`src/rtl/hazard_stall_controller.sv`:
```
// Pipeline sequencing controller: load-use stalls, multi-cycle mult/div freeze,
// advance-gated branch flushes and saturating stall/flush counters.
module hazard_stall_controller #(
  parameter int unsigned REG_W      = 5,
  parameter int unsigned MD_LATENCY = 4,
  parameter int unsigned CNT_W      = 16
) (
  input  logic             clk,
  input  logic             rst,
  input  logic             ID_EX_MemRead,
  input  logic [REG_W-1:0] ID_EX_Rt,
  input  logic [REG_W-1:0] IF_ID_Rs,
  input  logic [REG_W-1:0] IF_ID_Rt,
  input  logic             IF_ID_UsesRt,
  input  logic             MD_Start,
  input  logic             Branch_Taken,
  output logic             PC_Write,
  output logic             IF_ID_Write,
  output logic             IF_ID_Flush,
  output logic             ID_EX_Bubble,
  output logic             ID_EX_Hold,
  output logic             EX_MEM_Bubble,
  output logic             MD_Busy,
  output logic [CNT_W-1:0] Stall_Count,
  output logic [CNT_W-1:0] Flush_Count
);

  localparam int unsigned CW = 4;
  localparam logic [CW-1:0] MD_LOAD = CW'(MD_LATENCY - 2);
  localparam logic [CNT_W-1:0] CNT_MAX = {CNT_W{1'b1}};

  typedef enum logic [1:0] {
    RUN     = 2'd0,
    MD_BUSY = 2'd1,
    MD_DONE = 2'd2
  } state_t;

  state_t         state;
  state_t         state_nxt;
  logic [CW-1:0]  cnt;
  logic [CW-1:0]  cnt_nxt;
  logic           load_use;
  logic           md_stall;
  logic           load_stall;

  assign load_use = ID_EX_MemRead && (ID_EX_Rt != '0) &&
                    ((ID_EX_Rt == IF_ID_Rs) || (IF_ID_UsesRt && (ID_EX_Rt == IF_ID_Rt)));

  // State register
  always_ff @(posedge clk) begin
    if (rst) begin
      state <= RUN;
      cnt   <= '0;
    end else begin
      state <= state_nxt;
      cnt   <= cnt_nxt;
    end
  end

  // Next-state: MD_DONE is a one-cycle guard so a still-asserted MD_Start cannot retrigger
  always_comb begin
    state_nxt = state;
    cnt_nxt   = cnt;
    case (state)
      RUN: begin
        if (MD_Start) begin
          if (MD_LATENCY == 2) begin
            state_nxt = MD_DONE;
          end else begin
            state_nxt = MD_BUSY;
            cnt_nxt   = MD_LOAD;
          end
        end
      end
      MD_BUSY: begin
        cnt_nxt = cnt - CW'(1);
        if (cnt == CW'(1)) begin
          state_nxt = MD_DONE;
        end
      end
      MD_DONE: state_nxt = RUN;
      default: state_nxt = RUN;
    endcase
  end

  // Outputs: mult/div freeze takes priority over the load-use bubble
  always_comb begin
    md_stall      = ((state == RUN) && MD_Start) || (state == MD_BUSY);
    load_stall    = (state == RUN) && !MD_Start && load_use;
    PC_Write      = 1'b1;
    IF_ID_Write   = 1'b1;
    ID_EX_Bubble  = 1'b0;
    ID_EX_Hold    = 1'b0;
    EX_MEM_Bubble = 1'b0;
    MD_Busy       = 1'b0;
    if (md_stall) begin
      PC_Write      = 1'b0;
      IF_ID_Write   = 1'b0;
      ID_EX_Hold    = 1'b1;
      EX_MEM_Bubble = 1'b1;
      MD_Busy       = 1'b1;
    end else if (load_stall) begin
      PC_Write     = 1'b0;
      IF_ID_Write  = 1'b0;
      ID_EX_Bubble = 1'b1;
    end
  end

  // A taken branch held in ID flushes only on a cycle the front end advances
  assign IF_ID_Flush = Branch_Taken & PC_Write;

  // Saturating performance counters
  always_ff @(posedge clk) begin
    if (rst) begin
      Stall_Count <= '0;
      Flush_Count <= '0;
    end else begin
      if (!PC_Write && (Stall_Count != CNT_MAX)) begin
        Stall_Count <= Stall_Count + CNT_W'(1);
      end
      if (IF_ID_Flush && (Flush_Count != CNT_MAX)) begin
        Flush_Count <= Flush_Count + CNT_W'(1);
      end
    end
  end

endmodule
```
`config.mk`:
```
export PLATFORM = sky130hd
export DESIGN_NAME = hazard_stall_controller
export DESIGN_NICKNAME = d
export VERILOG_FILES = /design/src/rtl/hazard_stall_controller.sv
export SDC_FILE = /design/constraint.sdc
export NUM_CORES = 1
export LEC_CHECK = 0
export ABC_AREA = 1
export ABC_CLOCK_PERIOD_IN_PS = 1900
export BUFFER_PORTS_ARGS = -buffer_cell sky130_fd_sc_hd__buf_2
export CAP_MARGIN = 25
export CORE_MARGIN = 4
export CORE_UTILIZATION = 54
export DETAILED_ROUTE_END_ITERATION = 8
export HOLD_SLACK_MARGIN = 0.08
export PLACE_DENSITY = 0.87
export SETUP_SLACK_MARGIN = 0.15
export SKIP_CTS_REPAIR_TIMING = 1
export SYNTH_ARGS = -nofsm -noshare
export SYNTH_HDL_FRONTEND = slang
export SYNTH_SLANG_ARGS = --single-unit
```
`constraint.sdc`:
```
create_clock -name clk -period 1.9 [get_ports clk]
set_input_delay 0.38 -clock clk [delete_from_list [all_inputs] [get_ports clk]]
set_output_delay 0.38 -clock clk [all_outputs]
set_load 0.02 [all_outputs]
```
==> impl_metrics.csv <==
group,metric,value,unit
global_route,grt_overflow,0,
sta,fmax,551,MHz
worst_setup_path,crit_fanout,3,
sta,max_slew.worst_pin.slew,0.622,ns
global_route,gr-usage-met1,0.234,
clocking,clock_latency,0.29,ns
worst_setup_path,cp_data_arrival_time,1.43,ns
power_and_ir_drop,peakVddDrop,0.357,mV
placed_design,portBuffers,59,
floorplanning,fp.dieW,76.9,um
clocking,cts.path.max_buffers,2,
sta,fin_ws,0.0855,ns
hold_path,hold_class,"register to register",
route,vias_per_cell,5.21,
global_route,grt_pass1_vias,2535,
placed_design,place_congestion,0.840,
floorplanning,rows,24,
clocking,cts_buffers,5,
power_and_ir_drop,clock_power_share,0.344,
global_route,met3_usage,0.0550,
power_and_ir_drop,seq_power_share,0.437,
worst_setup_path,critPathLaunchType,"register",
placed_design,dp_hpwl,4.48,mm
worst_setup_path,crit_path_max_incr_delay,0.34,ns
yosys,yosys.area_share.adder,0.0195,
placed_design,pre_cts_slack,0.0321,ns
yosys,synth_xor_area_frac,0.0513,
sta,setup_viol_count_final,0,
final_layout,multi_input_area,1550,um^2
floorplanning,dieArea,5910,um^2
yosys,synth_compound_area_frac,0.0923,
yosys,seq_area_frac_synth,0.297,
sta,period_needed,1.81,ns
route,drc,0,
sta,period_share,0.955,
route,routed_wl,6.19,mm
final_layout,syn_to_final_growth,23.9,%
floorplanning,io_pins,60,
clocking,cts_root_buffer,"clkbuf_8",
worst_setup_path,crit_type,"register to output pin",
run,drv_cap,0,
final_layout,drive_gt1_frac,0.271,
global_route,grt_max_degree,22,
global_route,grt.met2_usage,0.370,
worst_setup_path,worstPathRequired,1.52,ns
power_and_ir_drop,powerDensity,615,nW/um^2
route,drtAntennaViolNets,0,
clocking,clkSinkCount,38,
floorplanning,dieHeight,76.9,um
route,dr.pass1.iters,4,
sta,holdWs,0.472,ns
power_and_ir_drop,swShare,0.289,
global_route,grt.total_usage,0.207,
final_layout,fin_nets,492,
yosys,synth-seq-cells,38,
yosys,synthSimpleGateAreaFrac,0.408,
floorplanning,fp.coreArea,4470,um^2
yosys,syn-mean-instance-area,6.37,um^2
floorplanning,start_util,0.572,
final_layout,layout_commonest_cell,"nand2_1",
yosys,ys_types,28,
yosys,muxShareOfSynthArea,0,
clocking,path_clk_slew,0.07,ns
global_route,grt_pass1_wl,10.3,mm
final_layout,diodes,0,
worst_setup_path,startpoint,"state[1]",
power_and_ir_drop,combPwrFrac,0.219,
sta,hold_viol_final,0,
sta,slew_headroom,0.585,
route,route.vias.total,2708,
yosys,syn-cell-area,2560,um^2
worst_setup_path,cp_slowest_cell,"dfxtp_1",
route,wl_per_cell,11.9,um
route,drtIter0Drc,117,
worst_setup_path,crit_path_cell_trace,"or2_4 > nor2_4 > nor2_4 > clkinvlp_4 > a21oi_4 > buf_4",
sta,finalMaxSlewViolations,0,
yosys,synthCells,402,
yosys,ys_warn_count,0,
yosys,syn_nets,427,
clocking,cts_tree,"done",
outcome,outcome,"finished, final reports clean",
power_and_ir_drop,power_switching,0.000564,W
sta,clock_skew,0.00666,ns
final_layout,register_area,762,um^2
worst_setup_path,end_kind,"output pin",
power_and_ir_drop,p_total,0.00195,W
final_layout,fill_cells,347,
hold_path,worstHoldStart,"cnt[3]",
worst_setup_path,path_common_cell,"nor2_4",
sta,rsz0062_at_grt,"true",
clocking,cts.htree.levels,2,
worst_setup_path,r2r-start,"state[0]",
final_layout,mostFrequentLayoutCells,"nand2_1, nor2_1, inv_1",
global_route,grt.busiest_layer,"met2",
power_and_ir_drop,power.leakage,1.54,nW
global_route,antenna_found_initial,0,
yosys,synth_top_family_by_area,"simple AND/OR/NAND/NOR gates",
power_and_ir_drop,power.internal,0.00139,W
## sequential cells by signal (all words and copies together) (netlist names)
register and cells:
Flush_Count 16, Stall_Count 16, cnt 4, state 2
## through the flow
step,utilization,TNS [ns],std cells,cell area [um^2]
after global placement,0.646,0,506,2890
after floorplan,-,0,402,2580
after CTS,0.670,-0.326,514,3000
after global routing,0.709,0,520,3170
after detailed placement,0.646,0,506,2890
final,0.709,0,520,3170
## kinds of logic after synthesis
group                    Yosys count
AND/OR/NAND/NOR                  227
buffers and inverters             80
XOR/XNOR                          15
flip-flops                        38
adder cells (fa/ha/maj)            4
AO/OA/AOI/OAI                     38
## worst paths after layout
| check | slack [ns] | cells after the start | to |
|---|---|---|---|
| setup / recovery | 0.09 | 6 | IF_ID_Write |
| hold / removal | 0.47 | 2 | cnt[3] |
| setup reg to reg | 0.22 | 12 | Stall_Count[0] |
| hold reg to reg | 0.47 | 2 | cnt[3] |
## power groups by stage
stage	logic (W)	registers, W	clock network [W]
finish	0.000427	0.000853	0.000673
floorplan	0.000253	0.000889	0
detailed placement	0.000352	0.000870	0
CTS	0.000355	0.000852	0.000682
global placement	0.000342	0.000868	0
global route	0.000468	0.000858	0.000735
## cell usage after synthesis (all sizes together)
cell / instances / area (um^2)
nand2: 100 / 413
nor2: 71 / 267
inv: 67 / 251
dfxtp: 38 / 761
nand3: 31 / 160
a21oi: 22 / 151
nand4: 17 / 143
o21ai: 14 / 70.1
buf: 8 / 67.6
xor2: 8 / 70.1
xnor2: 7 / 61.3
clkbuf: 5 / 18.8
nor3: 5 / 30.0
ha: 4 / 50.1
a211oi: 1 / 7.51
nand3b: 1 / 7.51
nor3b: 1 / 18.8
o31ai: 1 / 7.51
or2: 1 / 6.26
## cell type report
class                      count  share of cell area
clock buffer                   7              0.0241
clock inverter                 1             0.00946
inverter                      67              0.0804
multi-input combinational    284               0.488
sequential                    38               0.240
tap                           52              0.0205
timing repair buffer          71               0.138
## routing by layer
| metal | wire length, um | part of all wire |
|---|---|---|
| met5 | 0 | 0 |
| met4 | 112 | 0.018 |
| met3 | 391 | 0.063 |
| met2 | 3010 | 0.49 |
| met1 | 2680 | 0.43 |
## worst max-delay path: cells and delay by family, from the launching register on
kind / cells / cell delay (ns)
AO/OA/AOI/OAI: 1 / 0.17
buffers and inverters: 2 / 0.30
flip-flops: 1 / 0.34
AND/OR/NAND/NOR: 3 / 0.32
(Power assumes the default switching activity.)
